File: src/rtl/rf_synth_prog_pkg.sv
// rf_synth_prog_pkg: shared types and constants for the RF synthesizer programmer.
//   state_e    FSM state encoding (idle, load, shift, latch, settle)
//   CH_BASE    channel 0 frequency code (2402)
//   FK_MAX     highest legal channel index (78)
//   RF_WORD_W  serial word width (16)
//   rf_word()  builds {addr, 12-bit channel code} from a channel index
package rf_synth_prog_pkg;

    localparam int unsigned RF_WORD_W = 16;
    localparam int unsigned FK_W      = 7;
    localparam int unsigned CH_W      = 12;

    localparam logic [CH_W-1:0] CH_BASE = 12'd2402;
    localparam logic [FK_W-1:0] FK_MAX  = 7'd78;

    typedef enum logic [2:0] {
        StIdle,
        StLoad,
        StShift,
        StLatch,
        StSettle
    } state_e;

    // 2402 + 78 = 2480 fits in 12 bits, so the add never wraps.
    function automatic logic [RF_WORD_W-1:0] rf_word(input logic [3:0]      addr,
                                                      input logic [FK_W-1:0] fk);
        logic [CH_W-1:0] ch;
        ch = CH_BASE + CH_W'(fk);
        return {addr, ch};
    endfunction

endpackage

File: src/rtl/rf_synth_prog_if.sv
// rf_synth_prog_if: request and serial-bus signals of the RF synthesizer programmer.
//   regi_rf_en  enable (low forces idle)
//   fk          channel index 0..78
//   fk_chg_p    1-cycle pulse, fk holds a new channel
//   rf_sclk     serial clock to the synthesizer
//   rf_sdata    serial data, MSB first
//   rf_sle      latch enable
//   rf_busy     high whenever not idle
//   fkset_p     synthesizer settled on the latest channel
//   fk_err_p    illegal channel dropped
//   fk_ovr_p    pending request overwritten
// master: request side (hop/fk control). slave: the programmer.
interface rf_synth_prog_if;
    import rf_synth_prog_pkg::*;

    logic            regi_rf_en;
    logic [FK_W-1:0] fk;
    logic            fk_chg_p;
    logic            rf_sclk;
    logic            rf_sdata;
    logic            rf_sle;
    logic            rf_busy;
    logic            fkset_p;
    logic            fk_err_p;
    logic            fk_ovr_p;

    modport master (
        output regi_rf_en, fk, fk_chg_p,
        input  rf_sclk, rf_sdata, rf_sle, rf_busy, fkset_p, fk_err_p, fk_ovr_p
    );

    modport slave (
        input  regi_rf_en, fk, fk_chg_p,
        output rf_sclk, rf_sdata, rf_sle, rf_busy, fkset_p, fk_err_p, fk_ovr_p
    );

endinterface

File: src/rtl/rf_synth_prog_sclk_gen.sv
// rf_synth_prog_sclk_gen: serial clock half-period divider.
//   i_clk     system clock
//   i_rst     synchronous active-high reset
//   i_en      run enable; low clears the divider and holds sclk low
//   o_sclk    serial clock level, starts low for SCLK_DIV cycles after enable
//   o_fall_p  strobe in the last high cycle (sclk falls at the next edge)
//   o_rise_p  strobe in the last low cycle (sclk rises at the next edge)
module rf_synth_prog_sclk_gen #(
    parameter int unsigned SCLK_DIV = 3
) (
    input  logic i_clk,
    input  logic i_rst,
    input  logic i_en,
    output logic o_sclk,
    output logic o_fall_p,
    output logic o_rise_p
);

    localparam int unsigned     CntW    = (SCLK_DIV > 1) ? $clog2(SCLK_DIV) : 1;
    localparam logic [CntW-1:0] CntLast = CntW'(SCLK_DIV - 1);

    logic [CntW-1:0] r_cnt;
    logic            r_sclk;
    logic            w_half_end;

    assign w_half_end = i_en && (r_cnt == CntLast);

    always_ff @(posedge i_clk) begin
        if (i_rst || !i_en) begin
            r_cnt  <= '0;
            r_sclk <= 1'b0;
        end else if (w_half_end) begin
            r_cnt  <= '0;
            r_sclk <= ~r_sclk;
        end else begin
            r_cnt  <= r_cnt + 1'b1;
        end
    end

    assign o_sclk   = r_sclk;
    assign o_rise_p = w_half_end & ~r_sclk;
    assign o_fall_p = w_half_end & r_sclk;

endmodule

File: src/rtl/rf_synth_prog.sv
// rf_synth_prog: writes each new hop channel to the RF synthesizer over a
// 3-wire serial bus and strobes fkset_p once the PLL has settled.
//   clk_6M  system clock (6 MHz)
//   rstz    synchronous active-high reset
//   bus     rf_synth_prog_if.slave: regi_rf_en, fk, fk_chg_p in;
//           rf_sclk, rf_sdata, rf_sle, rf_busy, fkset_p, fk_err_p, fk_ovr_p out
// Parameters: SCLK_DIV (cycles per sclk half-period), SETTLE_CYC (settle
// cycles after latch), RF_ADDR (synthesizer channel-register address).
module rf_synth_prog
    import rf_synth_prog_pkg::*;
#(
    parameter int unsigned SCLK_DIV   = 3,
    parameter int unsigned SETTLE_CYC = 900,
    parameter logic [3:0]  RF_ADDR    = 4'h1
) (
    input  logic           clk_6M,
    input  logic           rstz,
    rf_synth_prog_if.slave bus
);

    // One timer serves both the latch window and the settle wait.
    localparam int unsigned LatchCyc = 2 * SCLK_DIV;
    localparam int unsigned TmrMax   = (SETTLE_CYC > LatchCyc) ? SETTLE_CYC : LatchCyc;
    localparam int unsigned TmrW     = $clog2(TmrMax + 1);

    state_e                 r_state, w_state_d;
    logic [FK_W-1:0]        r_fk, w_fk_d;
    logic                   r_pend_vld, w_pend_vld_d;
    logic [FK_W-1:0]        r_pend_fk, w_pend_fk_d;
    logic [RF_WORD_W-1:0]   r_shift, w_shift_d;
    logic [3:0]             r_bit, w_bit_d;
    logic [TmrW-1:0]        r_tmr, w_tmr_d;
    logic                   r_fkset_p, w_fkset_d;
    logic                   r_err_p, w_err_d;
    logic                   r_ovr_p, w_ovr_d;

    logic w_req_ok;
    logic w_req_bad;
    logic w_in_shift;
    logic w_sclk;
    logic w_fall_p;
    logic w_rise_p;

    assign w_req_ok   = bus.fk_chg_p && (bus.fk <= FK_MAX);
    assign w_req_bad  = bus.fk_chg_p && (bus.fk > FK_MAX);
    assign w_in_shift = (r_state == StShift);

    rf_synth_prog_sclk_gen #(
        .SCLK_DIV (SCLK_DIV)
    ) u_sclk_gen (
        .i_clk    (clk_6M),
        .i_rst    (rstz),
        .i_en     (w_in_shift),
        .o_sclk   (w_sclk),
        .o_fall_p (w_fall_p),
        .o_rise_p (w_rise_p)
    );

    always_comb begin
        w_state_d    = r_state;
        w_fk_d       = r_fk;
        w_pend_vld_d = r_pend_vld;
        w_pend_fk_d  = r_pend_fk;
        w_shift_d    = r_shift;
        w_bit_d      = r_bit;
        w_tmr_d      = r_tmr;
        w_fkset_d    = 1'b0;
        w_err_d      = 1'b0;
        w_ovr_d      = 1'b0;

        if (!bus.regi_rf_en) begin
            // Abandon everything; a partial word is never latched.
            w_state_d    = StIdle;
            w_pend_vld_d = 1'b0;
        end else begin
            if (w_req_bad) begin
                w_err_d = 1'b1;
            end

            // Requests during a word transfer go to the 1-deep pending slot.
            if (w_req_ok && (r_state == StLoad || r_state == StShift || r_state == StLatch)) begin
                w_pend_fk_d  = bus.fk;
                w_pend_vld_d = 1'b1;
                w_ovr_d      = r_pend_vld;
            end

            unique case (r_state)
                StIdle: begin
                    if (w_req_ok) begin
                        w_fk_d    = bus.fk;
                        w_state_d = StLoad;
                    end
                end
                StLoad: begin
                    w_shift_d = rf_word(RF_ADDR, r_fk);
                    w_bit_d   = '0;
                    w_state_d = StShift;
                end
                StShift: begin
                    if (w_rise_p) begin
                        w_bit_d = r_bit + 4'd1;
                    end
                    if (w_fall_p) begin
                        w_shift_d = {r_shift[RF_WORD_W-2:0], 1'b0};
                        // Every fall follows a rise, so a wrapped count here
                        // means all 16 bits have been clocked in.
                        if (r_bit == 4'd0) begin
                            w_state_d = StLatch;
                            w_tmr_d   = TmrW'(LatchCyc - 1);
                        end
                    end
                end
                StLatch: begin
                    if (r_tmr == '0) begin
                        if (w_pend_vld_d) begin
                            // Superseded word: skip the settle wait entirely.
                            w_fk_d       = w_pend_fk_d;
                            w_pend_vld_d = 1'b0;
                            w_state_d    = StLoad;
                        end else begin
                            w_state_d = StSettle;
                            w_tmr_d   = TmrW'(SETTLE_CYC - 1);
                        end
                    end else begin
                        w_tmr_d = r_tmr - 1'b1;
                    end
                end
                StSettle: begin
                    // A new channel wins over settle completion in the same cycle.
                    if (w_req_ok) begin
                        w_fk_d    = bus.fk;
                        w_state_d = StLoad;
                    end else if (r_tmr == '0) begin
                        w_fkset_d = 1'b1;
                        w_state_d = StIdle;
                    end else begin
                        w_tmr_d = r_tmr - 1'b1;
                    end
                end
                default: begin
                    w_state_d = StIdle;
                end
            endcase
        end
    end

    always_ff @(posedge clk_6M) begin
        if (rstz) begin
            r_state    <= StIdle;
            r_fk       <= '0;
            r_pend_vld <= 1'b0;
            r_pend_fk  <= '0;
            r_shift    <= '0;
            r_bit      <= '0;
            r_tmr      <= '0;
            r_fkset_p  <= 1'b0;
            r_err_p    <= 1'b0;
            r_ovr_p    <= 1'b0;
        end else begin
            r_state    <= w_state_d;
            r_fk       <= w_fk_d;
            r_pend_vld <= w_pend_vld_d;
            r_pend_fk  <= w_pend_fk_d;
            r_shift    <= w_shift_d;
            r_bit      <= w_bit_d;
            r_tmr      <= w_tmr_d;
            r_fkset_p  <= w_fkset_d;
            r_err_p    <= w_err_d;
            r_ovr_p    <= w_ovr_d;
        end
    end

    // Gate serial outputs by state so an aborted shift drops them at once.
    assign bus.rf_sclk  = w_sclk & w_in_shift;
    assign bus.rf_sdata = r_shift[RF_WORD_W-1] & w_in_shift;
    assign bus.rf_sle   = (r_state == StLatch);
    assign bus.rf_busy  = (r_state != StIdle);
    assign bus.fkset_p  = r_fkset_p;
    assign bus.fk_err_p = r_err_p;
    assign bus.fk_ovr_p = r_ovr_p;

endmodule
File: src/flat_wrapper.sv
// flat-port wrapper written by rule: the top's interface ports become plain ports
module rf_synth_prog_flat import rf_synth_prog_pkg::*;
#(
    parameter int unsigned SCLK_DIV   = 3,
    parameter int unsigned SETTLE_CYC = 900,
    parameter logic [3:0]  RF_ADDR    = 4'h1
)
  (clk_6M, rstz, bus_regi_rf_en, bus_fk, bus_fk_chg_p, bus_rf_sclk, bus_rf_sdata, bus_rf_sle, bus_rf_busy, bus_fkset_p, bus_fk_err_p, bus_fk_ovr_p);
  rf_synth_prog_if bus_i ();
  input  logic clk_6M;
  input  logic rstz;
  input wire logic [$bits(bus_i.regi_rf_en)-1:0] bus_regi_rf_en;
  input wire logic [$bits(bus_i.fk)-1:0] bus_fk;
  input wire logic [$bits(bus_i.fk_chg_p)-1:0] bus_fk_chg_p;
  output wire logic [$bits(bus_i.rf_sclk)-1:0] bus_rf_sclk;
  output wire logic [$bits(bus_i.rf_sdata)-1:0] bus_rf_sdata;
  output wire logic [$bits(bus_i.rf_sle)-1:0] bus_rf_sle;
  output wire logic [$bits(bus_i.rf_busy)-1:0] bus_rf_busy;
  output wire logic [$bits(bus_i.fkset_p)-1:0] bus_fkset_p;
  output wire logic [$bits(bus_i.fk_err_p)-1:0] bus_fk_err_p;
  output wire logic [$bits(bus_i.fk_ovr_p)-1:0] bus_fk_ovr_p;
  assign bus_i.regi_rf_en = bus_regi_rf_en;
  assign bus_i.fk = bus_fk;
  assign bus_i.fk_chg_p = bus_fk_chg_p;
  assign bus_rf_sclk = bus_i.rf_sclk;
  assign bus_rf_sdata = bus_i.rf_sdata;
  assign bus_rf_sle = bus_i.rf_sle;
  assign bus_rf_busy = bus_i.rf_busy;
  assign bus_fkset_p = bus_i.fkset_p;
  assign bus_fk_err_p = bus_i.fk_err_p;
  assign bus_fk_ovr_p = bus_i.fk_ovr_p;
  rf_synth_prog #(.SCLK_DIV(SCLK_DIV), .SETTLE_CYC(SETTLE_CYC), .RF_ADDR(RF_ADDR)) u_core (.clk_6M(clk_6M), .rstz(rstz), .bus(bus_i));
endmodule
File: config.mk
export PLATFORM = sky130hd
export DESIGN_NAME = rf_synth_prog_flat
export DESIGN_NICKNAME = d
export VERILOG_FILES = /design/src/rtl/rf_synth_prog_pkg.sv /design/src/rtl/rf_synth_prog_if.sv /design/src/rtl/rf_synth_prog_sclk_gen.sv /design/src/rtl/rf_synth_prog.sv /design/src/flat_wrapper.sv
export SDC_FILE = /design/constraint.sdc
export NUM_CORES = 1
export LEC_CHECK = 0
export ABC_AREA = 1
export ABC_CLOCK_PERIOD_IN_PS = 4059
export BUFFER_PORTS_ARGS = -buffer_cell sky130_fd_sc_hd__buf_2
export CAP_MARGIN = 5
export CORE_UTILIZATION = 65
export DETAILED_ROUTE_END_ITERATION = 8
export GPL_TIMING_DRIVEN = 0
export PLACE_DENSITY = 0.86
export SLEW_MARGIN = 20
export SYNTH_ARGS = -nofsm -noshare
export SYNTH_HDL_FRONTEND = slang
export SYNTH_SLANG_ARGS = --single-unit
File: constraint.sdc
create_clock -name clk_6M -period 4.06 [get_ports clk_6M]
set_input_delay 0.203 -clock clk_6M [delete_from_list [all_inputs] [get_ports clk_6M]]
set_output_delay 0.203 -clock clk_6M [all_outputs]
set_load 0.02 [all_outputs]
**Word level (Yosys, flattened, before mapping)**

Cells that the tools add are included.

- Register bits after elaboration: 54
- Bits of input ports: 11
- Word-level logic and storage cells: 97

- Add/sub/neg operators: 4
- Bitwise operators: 8
- Reductions and logical operators: 25
- Multiplexer cells: 30
- Equal/unequal tests: 16
- $lt $le $gt $ge: 2

Operators with widths:

| kind | number |
|---|---|
| two-way mux 10 bit | 6 |
| one-hot mux 16 bit (2 select lines) | 1 |
| one-hot mux 10 bit (3 select lines) | 1 |
| two-way mux 7 bit | 4 |
| two-way mux 3 bit | 7 |
| two-way mux 16 bit | 1 |
| one-hot mux 3 bit (5 select lines) | 1 |
| != test 2 x 1 -> 1 bit, second input constant | 7 |
| one-hot mux 7 bit (2 select lines) | 1 |
| adder 12 x 7 -> 12 bit, first input constant | 1 |
| logical NOT 10 bit | 1 |
| AND reduction 5 bit | 2 |
| subtractor 10 x 1 -> 10 bit, second input constant | 1 |
| one-hot mux 4 bit (2 select lines) | 1 |
| greater-than comparator 7 bit, second input constant | 1 |
| less-or-equal comparator 7 bit, second input constant | 1 |
| AND reduction 7 bit | 1 |
| equality test 3 x 2 -> 1 bit, second input constant | 2 |
| two-way mux 1 bit | 6 |
| AND reduction 3 bit | 2 |
| nonzero test 3 bit | 2 |
| OR reduction 2 bit | 3 |
| adder 4 x 1 -> 4 bit, second input constant | 1 |
| bitwise AND 1 bit | 4 |
| 17 further kinds | 27 |

**Depth between registers and ports, before layout**

Gate-level depths: netlist of the first run.

- Depth in word-level cells: 9
- Gate-level depth with buffers: 14
- Mapped depth without buffers: 14

**Modules after synthesis**

From an unflattened synthesis of the first run, not the netlist that was laid out.

- Cell total of the unflattened synthesis: 457
- Area total of the unflattened synthesis: 3035.4 sq um

By module, submodules not included:

| module | cells an instance | area each (sq um) | sequential area each (sq um) | times used |
|---|---|---|---|---|
| rf_synth_prog | 439 | 2907.8 | 1021.0 | 1 |
| rf_synth_prog_sclk_gen | 18 | 127.6 | 60.1 | 1 |

**Worst setup path after synthesis of the first run**

No wires, ideal clock.

- Path kind: register to register
- From: register u_core.u_sclk_gen.r_cnt[0]
- To: register u_core.r_tmr[7]
- Data required time: 3.928 ns
- Arrival: 1.473 ns
- Cell stages (with the launch flop): 15
- Path slack: 2.455 ns
- Path buffers: 1
- Library setup time: 0.132 ns
- Path through: dfxtp_1 -> inv_1 -> ha_1 -> nand2_1 -> inv_1 -> nand3_1 -> nand2_1 -> nand2_1 -> nor2_1 -> nand3_1 -> nor2_2 -> buf_6 -> nand2_1 -> nand2_1 -> nor2_1

- Word-level cells in the longest chain between the ends: 5

Ends and longest elaborated chain:

| element | RTL line | RTL |
|---|---|---|
| from (decl) | rf_synth_prog_sclk_gen.sv:22 | `logic [CntW-1:0] r_cnt;` |
| from (signal assigned) | rf_synth_prog_sclk_gen.sv:36 | `r_cnt <= r_cnt + 1'b1;` |
| equality test 2 bit | rf_synth_prog_sclk_gen.sv:26 | `assign w_half_end = i_en && (r_cnt == CntLast);` |
| logical AND 1 bit | rf_synth_prog_sclk_gen.sv:26 |  |
| bitwise AND 1 bit | rf_synth_prog_sclk_gen.sv:42 | `assign o_fall_p = w_half_end & r_sclk;` |
| != test 2 x 1 -> 1 bit (no source line) | - |  |
| AND reduction 7 bit (no source line) | - |  |
| to (signal assigned) | rf_synth_prog.sv:166 | `r_tmr <= w_tmr_d;` |
| to (decl) | rf_synth_prog.sv:32 | `logic [TmrW-1:0] r_tmr, w_tmr_d;` |

No other way between the ends.
A chain may end at the register's enable or synchronous reset.

**Worst setup path after layout of the first run**

- From: register u_core.r_state[2]
- To: output port bus_rf_sdata

- Word-level cells in the longest chain between the ends: 2

Ends and longest elaborated chain:

| element | RTL line | RTL |
|---|---|---|
| from (decl) | rf_synth_prog.sv:26 | `state_e r_state, w_state_d;` |
| from (signal assigned) | rf_synth_prog.sv:149 | `r_state <= StIdle;` |
| from (signal assigned) | rf_synth_prog.sv:160 | `r_state <= w_state_d;` |
| equality test 3 x 2 -> 1 bit | rf_synth_prog.sv:46 | `assign w_in_shift = (r_state == StShift);` |
| bitwise AND 1 bit | rf_synth_prog.sv:175 | `assign bus.rf_sdata = r_shift[RF_WORD_W-1] & w_in_shift;` |
| to (decl) | flat_wrapper.sv:16 | `output wire logic [$bits(bus_i.rf_sdata)-1:0] bus_rf_sdata;` |

No other way between the ends.

==> results of run 1 <==
==> registers in the layout (all words and copies together) (netlist names), 2 cells and up <==
name and flops:
u_core.r_shift 16, u_core.r_state 3, u_core.r_pend_fk 7, u_core.r_fk 7, u_core.r_bit 4, u_core.u_sclk_gen.r_cnt 2
u_core.r_tmr 10
==> stage by stage <==
step | instance area (sq um) | util, % | instances | hold WS [ns] | setup WS, ns
6_report | 3243 | 73.97 | 516 | 0.2445 | 2.189
3_3_place_gp | 3134 | 71.49 | 508 | 0.4067 | 2.263
5_1_grt | 3243 | 73.97 | 516 | 0.2683 | 1.995
4_1_cts | 3243 | 73.97 | 516 | 0.2372 | 2.160
2_1_floorplan | 2994 | - | 441 | 0.3975 | 2.455
3_5_place_dp | 3134 | 71.49 | 508 | 0.4075 | 2.241
==> placed cells by master, fill, tap and decap left out, types with 3 or more instances in the layout <==
cell and count:
nand4_1 7, clkbuf_8 5, buf_2 16, o221a_2 4, nand2_2 9, nand3_1 27
nor2_1 47, nor2_2 3, nand2_1 127, inv_1 63, o211ai_1 7, a31oi_1 4
ha_1 6, a21oi_1 12, nand2_4 4, a21oi_2 6, clkbuf_1 6, o21ai_0 17
nor3_1 11, dfxtp_1 54, xor2_1 5
==> worst max-delay path: cells and delay by family, from the launching register on <==
family	cells	cell delay, ns
buf+inv	2	0.60
flops	1	0.43
simple gates	3	0.32
==> cells by family (layout without fill, tap and decap cells) <==
family	after synthesis	count (layout)
AO/OA/AOI/OAI	55	55
XOR/XNOR	6	6
adder cells (fa/ha/maj)	6	6
buffers and inverters	79	102
flip-flops	54	54
AND/OR/NAND/NOR	241	241
==> routing by layer <==
| layer | vias to the layer above | GRT usage (%) |
|---|---|---|
| li1 | 1436 | - |
| met4 | 0 | 7.333 |
| met1 | 1264 | 36.96 |
| met5 | - | 0 |
| met2 | 64 | 47.86 |
| met3 | 9 | 5.628 |
==> how the worst max path moves through the flow <==
stage                          startpoint  cells after the start  slack, ns              end
3_5_place_dp   u_core.u_sclk_gen.r_cnt[0]                     14       2.24  u_core.r_tmr[4]
4_1_cts                 u_core.r_state[2]                      5       2.16     bus_rf_sdata
2_1_floorplan  u_core.u_sclk_gen.r_cnt[0]                     14       2.45  u_core.r_tmr[7]
5_1_grt        u_core.u_sclk_gen.r_cnt[0]                     14       2.00  u_core.r_tmr[1]
3_3_place_gp   u_core.u_sclk_gen.r_cnt[0]                     14       2.26  u_core.r_tmr[7]
6_report                u_core.r_state[2]                      5       2.19     bus_rf_sdata
==> power breakdown <==
group          internal [mW]  leakage, nW  switching (mW)  total [mW]
logic                 0.0429         1.10          0.0824       0.125
registers              0.547        0.439          0.0110       0.558
clock network          0.182       0.0579           0.178       0.360
total                  0.772         1.59           0.272        1.04
==> area by class of cell <==
class	count	share of cell area, %
plain buffers	13	2.469
clock buffers	5	2.122
clock inverters	3	1.235
inverters	66	7.716
multi-input cells	308	48.80
flip-flops and latches	54	33.33
well taps	52	2.006
repair buffers	15	2.315
==> flow_summary.yaml, run 1 <==
outcome:
  status: "finished, final reports clean"
route:
  wl_met2_mm: 3.064
  vias_per_cell: 5.374
  post-route-drc-count: 0
  drt-initial-drc-count: 213
  wl_per_cell_um: 12.32
  drt_pass1_iterations: 5
  routed-wl-met3_um: 308
  drt-total-wl_mm: 6.358
  top_layer: "met4"
  drt-met1-wl_mm: 2.904
  via_count: 2773
  ant_nets: 0
yosys:
  synth_most_common_cell: "nand2_1"
  synth_simple_gate_area_share_pct: 35.98
  syn_area_sq_um: 2994
  synthMuxAreaShare_pct: 0
  netlist_instances: 441
  ys.flop_type: "dfxtp_1"
  async_reset_ff_share_pct: 0
  synth_nets: 458
  yosys_warnings: 0
  synthTopCellsByArea: "dfxtp_1, nand2_1, inv_1, nor2_1, nand3_1"
  syn_avg_cell_area_sq_um: 6.789
  synth_common_cells: "nand2_1, inv_1, dfxtp_1"
  synth_fa_ha_area_share_pct: 2.507
  synth_edf_count: 0
  ys_types: 33
  synth_compound_area_share_pct: 12.62
  yosys.area.top_type_share_pct: 36.11
  ys_seq_area_share_pct: 36.11
  synthXorXnorAreaFrac_pct: 1.755
  synth_largest_area_cell: "dfxtp_1"
  synth_top_family_by_area: "simple AND/OR/NAND/NOR gates"
  ys_seq_elements: 54
setup_path:
  crit_required_ns: 3.86
  reg2reg_depth: 14
  cp-start-kind: "register"
  slowest_delay_ns: 0.43
  path_cells: "nor2_2 -> nand2_4 -> buf_1 -> nor2_1 -> buf_2"
  cp-end-kind: "output port"
  rrSetupSlack_ns: 2.21
  cp_max_fo: 10
  crit_type: "register to output port"
  critPathSlowestCell: "dfxtp_1"
  timing.rr.start: "u_core.u_sclk_gen.r_cnt[0]"
  cp.arrival_ns: 1.67
  reg2reg_to: "u_core.r_tmr[4]"
power:
  p_leak_nw: 1.592
  ir_drop_v: 0.0001673
  p_total_mw: 1.044
  powerDensity_nw_per_um2: 321.8
timing:
  rsz0062_at_grt: "no"
  worst_pin_slew_ns: 0.5593
  fmax_mhz: 534.5
  timing.final.crit_share_pct: 46.08
  period_needed_ns: 1.871
  finalSetupTns_ns: 0
  slew_violations: 0
  setup_viol: 0
  finalHoldViolations: 0
  finClkSkew_ns: 0.004909
  relSlewSlack_pct: 62.71
place:
  finalWeightedCongestion: 0.9352
  detailed_place_hpwl_mm: 4.632
  io_buffers: 15
layout:
  num-fill-cells: 351
  nets: 480
  seq_area_sq_um: 1081
  num_antenna_cells: 0
  multi_input_area_sq_um: 1583
  area.growth.synth_to_final_pct: 8.316
  layout-drive-gt1-share_pct: 13.79
clocking:
  clkTransAtPathRegs_ns: 0.09
  clockBufferDepth: 2
  cts_tree: "done"
  h-tree-depth: 2
  postCtsSetupBuffers: 0
  numClockSinks: 54
  cts_resized: 0
  hold_buffers: 0
  clock_latency_ns: 0.32
  cts_buffers: 5
  cts-root-buf: "clkbuf_8"
global_route:
  grt_pass1_vias: 2541
  antenna_found_initial: 0
  grt_max_degree: 17
  grt_pass1_wl_mm: 11.16
  grtUsageTotal_pct: 28.33
  grt_overflow: 0
run:
  maxCapViolCount: 0
die:
  die_h_um: 69.87
  start_util_pct: 68.29
  io_pins: 18
  num_rows: 24
  die_x_um: 69.87
  coreArea_sq_um: 4384
  die-area_sq_um: 4882
worst_hold_path:
  min_to: "u_core.r_fk[5]"
  hp-class: "input port to register"
  hold_depth: 5
  holdCritStartpoint: "bus_fk[5]"
No activity file was read; power rests on OpenSTA's default activity.
==> run 2: changes to the inputs <==
--- a/config.mk
+++ b/config.mk
@@ -6,13 +6,13 @@
 export NUM_CORES = 1
 export LEC_CHECK = 0
 export ABC_AREA = 1
-export ABC_CLOCK_PERIOD_IN_PS = 4059
+export ABC_CLOCK_PERIOD_IN_PS = 1700
 export BUFFER_PORTS_ARGS = -buffer_cell sky130_fd_sc_hd__buf_2
 export CAP_MARGIN = 5
-export CORE_UTILIZATION = 65
+export CORE_UTILIZATION = 55
 export DETAILED_ROUTE_END_ITERATION = 8
 export GPL_TIMING_DRIVEN = 0
-export PLACE_DENSITY = 0.86
+export PLACE_DENSITY = 0.78
 export SLEW_MARGIN = 20
 export SYNTH_ARGS = -nofsm -noshare
 export SYNTH_HDL_FRONTEND = slang
==> constraint.sdc (replaced) <==
create_clock -name clk_6M -period 1.7 [get_ports clk_6M]
set_input_delay 0.085 -clock clk_6M [delete_from_list [all_inputs] [get_ports clk_6M]]
set_output_delay 0.085 -clock clk_6M [all_outputs]
set_load 0.02 [all_outputs]
==> run 2 against run 1 <==
Against the previous run: total power up 130%; utilization down 5.5 points; cell area up 9.1%; die area up 18%; clock power up 100%; worst hold slack worse by 0.097 ns; via count up 4.0%; cell count up 7.6%; global-route usage down 4.6 points; non-clock buffer count up 21; critical path type is now register to register; largest cell class unchanged; highest routed layer unchanged.
==> flow_summary.yaml, run 2 (synthesis gave the netlist of run 1 again) <==
layout:
  final_common_cell: "nand2_1"
  largest_reg_flops: 16
  area.growth.synth_to_final_pct: 18.22
  layout_common_cells: "nand2_1, inv_1, dfxtp_1"
  regMostFlops: "u_core.r_shift"
  final_cells: 555
  layout-drive-gt1-share_pct: 23.71
  num_antenna_cells: 0
  nets: 501
  largestRegisters: "u_core.r_shift x16, u_core.r_tmr x10"
power:
  p_total_mw: 2.386
  p_leak_nw: 1.707
  ir_drop_v: 0.0005285
  powerDensity_nw_per_um2: 674.0
run:
  maxCapViolCount: 0
global_route:
  grt_pass1_wl_mm: 10.39
  antenna_found_initial: 0
  grt_max_degree: 17
  grtUsageTotal_pct: 23.68
  grt_overflow: 0
  grt_pass1_vias: 2364
worst_hold_path:
  hold_depth: 5
  hp-class: "input port to register"
  holdCritStartpoint: "bus_fk[2]"
  min_to: "u_core.r_fk[2]"
route:
  ant_nets: 0
  wl_per_cell_um: 12.49
  vias_per_cell: 5.195
  drt-initial-drc-count: 196
  post-route-drc-count: 0
  drt-total-wl_mm: 6.930
  drt_pass1_iterations: 5
  via_count: 2883
place:
  io_buffers: 15
  finalWeightedCongestion: 0.8478
  dp_slack_ns: -0.1517
  place_inst: 526
  detailed_place_hpwl_mm: 4.454
timing:
  finalHoldWorstSlack_ns: 0.1470
  finalSetupTns_ns: 0
  relSlewSlack_pct: 57.76
  finalHoldViolations: 0
  timing.final.crit_share_pct: 96.65
  worst_slack_ns: 0.05700
  finClkSkew_ns: 0.009121
  period_needed_ns: 1.643
  worst_pin_slew_ns: 0.6336
  slew_violations: 0
  setup_viol: 0
  rsz0062_at_grt: "yes"
  fmax_mhz: 608.6
setup_path:
  slowest_delay_ns: 0.35
  crit_type: "register to register"
  reg2reg_depth: 12
  path_cells: "inv_1 -> ha_1 -> nand3_2 -> nand2_2 -> nand2_2 -> nor2_4 -> nand3_4 -> nor2_4 -> buf_6 -> nand2_1 -> nand2_1 -> nor2_1"
  rrSetupSlack_ns: 0.06
  timing.rr.start: "u_core.r_bit[0]"
  cp.arrival_ns: 1.82
  critPathSlowestCell: "dfxtp_1"
  cp-end-kind: "register"
  cp-start-kind: "register"
  crit_required_ns: 1.88
  reg2reg_to: "u_core.r_tmr[7]"
  cp_max_fo: 5
clocking:
  cts_buffers: 5
  numClockSinks: 54
  h-tree-depth: 2
  clkTransAtPathRegs_ns: 0.10
  clockBufferDepth: 2
  cts_tree: "done"
  clock_latency_ns: 0.31
  cts-root-buf: "clkbuf_8"
die:
  start_util_pct: 57.89
  die-area_sq_um: 5743
  num_rows: 26
  die_x_um: 75.78
  coreArea_sq_um: 5172
  die_h_um: 75.78
  io_pins: 18
outcome:
  status: "finished, final reports clean"
-- run 2: changes by cell type in the layout (fill, tap and decap cells not counted), moves of 5 or more --
cell	before	now
buf_4	1	19
nand2_1	127	119
inv_1	63	56
inv_2	2	8
dfxtp_1	54	49
dfxtp_2	0	5
nand2_2	9	14
-- run 2: per-layer routing --
layer | GRT usage (%) | vias up | routed length [um]
met5 | 0 | - | 0
met4 | 6.996 | 0 | 85
met3 | 3.968 | 10 | 268
met2 | 39.63 | 82 | 3382
met1 | 31.30 | 1297 | 3194
li1 | - | 1494 | -
-- run 2: final cells by class --
cell class                      count  area [sq um]
Multi-Input combinational cell    308          1697
Fill cell                         415          1633
Sequential cell                    54          1087
Inverter                           66         252.7
Timing Repair Buffer               36         246.5
Tap cell                           70         87.58
Buffer                             13         82.58
Clock buffer                        6         72.57
Clock inverter                      2         13.76
-- run 2: through the flow --
stage	cell area [sq um]	util, %
floorplan	2994	-
global placement	3157	61.03
detailed placement	3157	61.03
CTS	3307	63.93
global route	3540	68.43
finish	3540	68.43
-- run 2: how the worst max path moves through the flow --
stage	to	cells past startpoint	slack [ns]	from
finish	u_core.r_tmr[7]	12	0.06	u_core.r_bit[0]
global route	u_core.r_fk[6]	10	-0.04	u_core.r_tmr[2]
CTS	u_core.r_shift[5]	10	0.007	u_core.r_state[2]
detailed placement	u_core.r_tmr[1]	14	-0.15	u_core.u_sclk_gen.r_cnt[0]
global placement	u_core.r_tmr[7]	14	-0.14	u_core.u_sclk_gen.r_cnt[0]
floorplan	u_core.r_tmr[7]	14	0.09	u_core.u_sclk_gen.r_cnt[0]
-- run 2: power breakdown --
part | leakage (nW) | total, mW | internal (mW) | switching [mW]
combinational | 1.22 | 0.330 | 0.119 | 0.211
sequential | 0.441 | 1.33 | 1.31 | 0.0278
clock | 0.0452 | 0.720 | 0.292 | 0.428
-- run 2: repair_timing --
action / 4_1_cts / 5_1_grt
pin swaps: 2 / 9
endpoints found under the hold margin: 0 / 0
setup endpoints to repair: 23 / 30
buffers inserted: 3 / 16
hold buffers: 0 / 0
gates cloned: 1 / 1
resized for setup: 14 / 31
-- run 2: worst max-delay path: cells and delay by family, from the launching register on --
kind          cells  cell delay, ns
fa+ha+maj         1            0.17
buf+inv           2            0.25
simple gates      9            0.75
flops             1            0.35
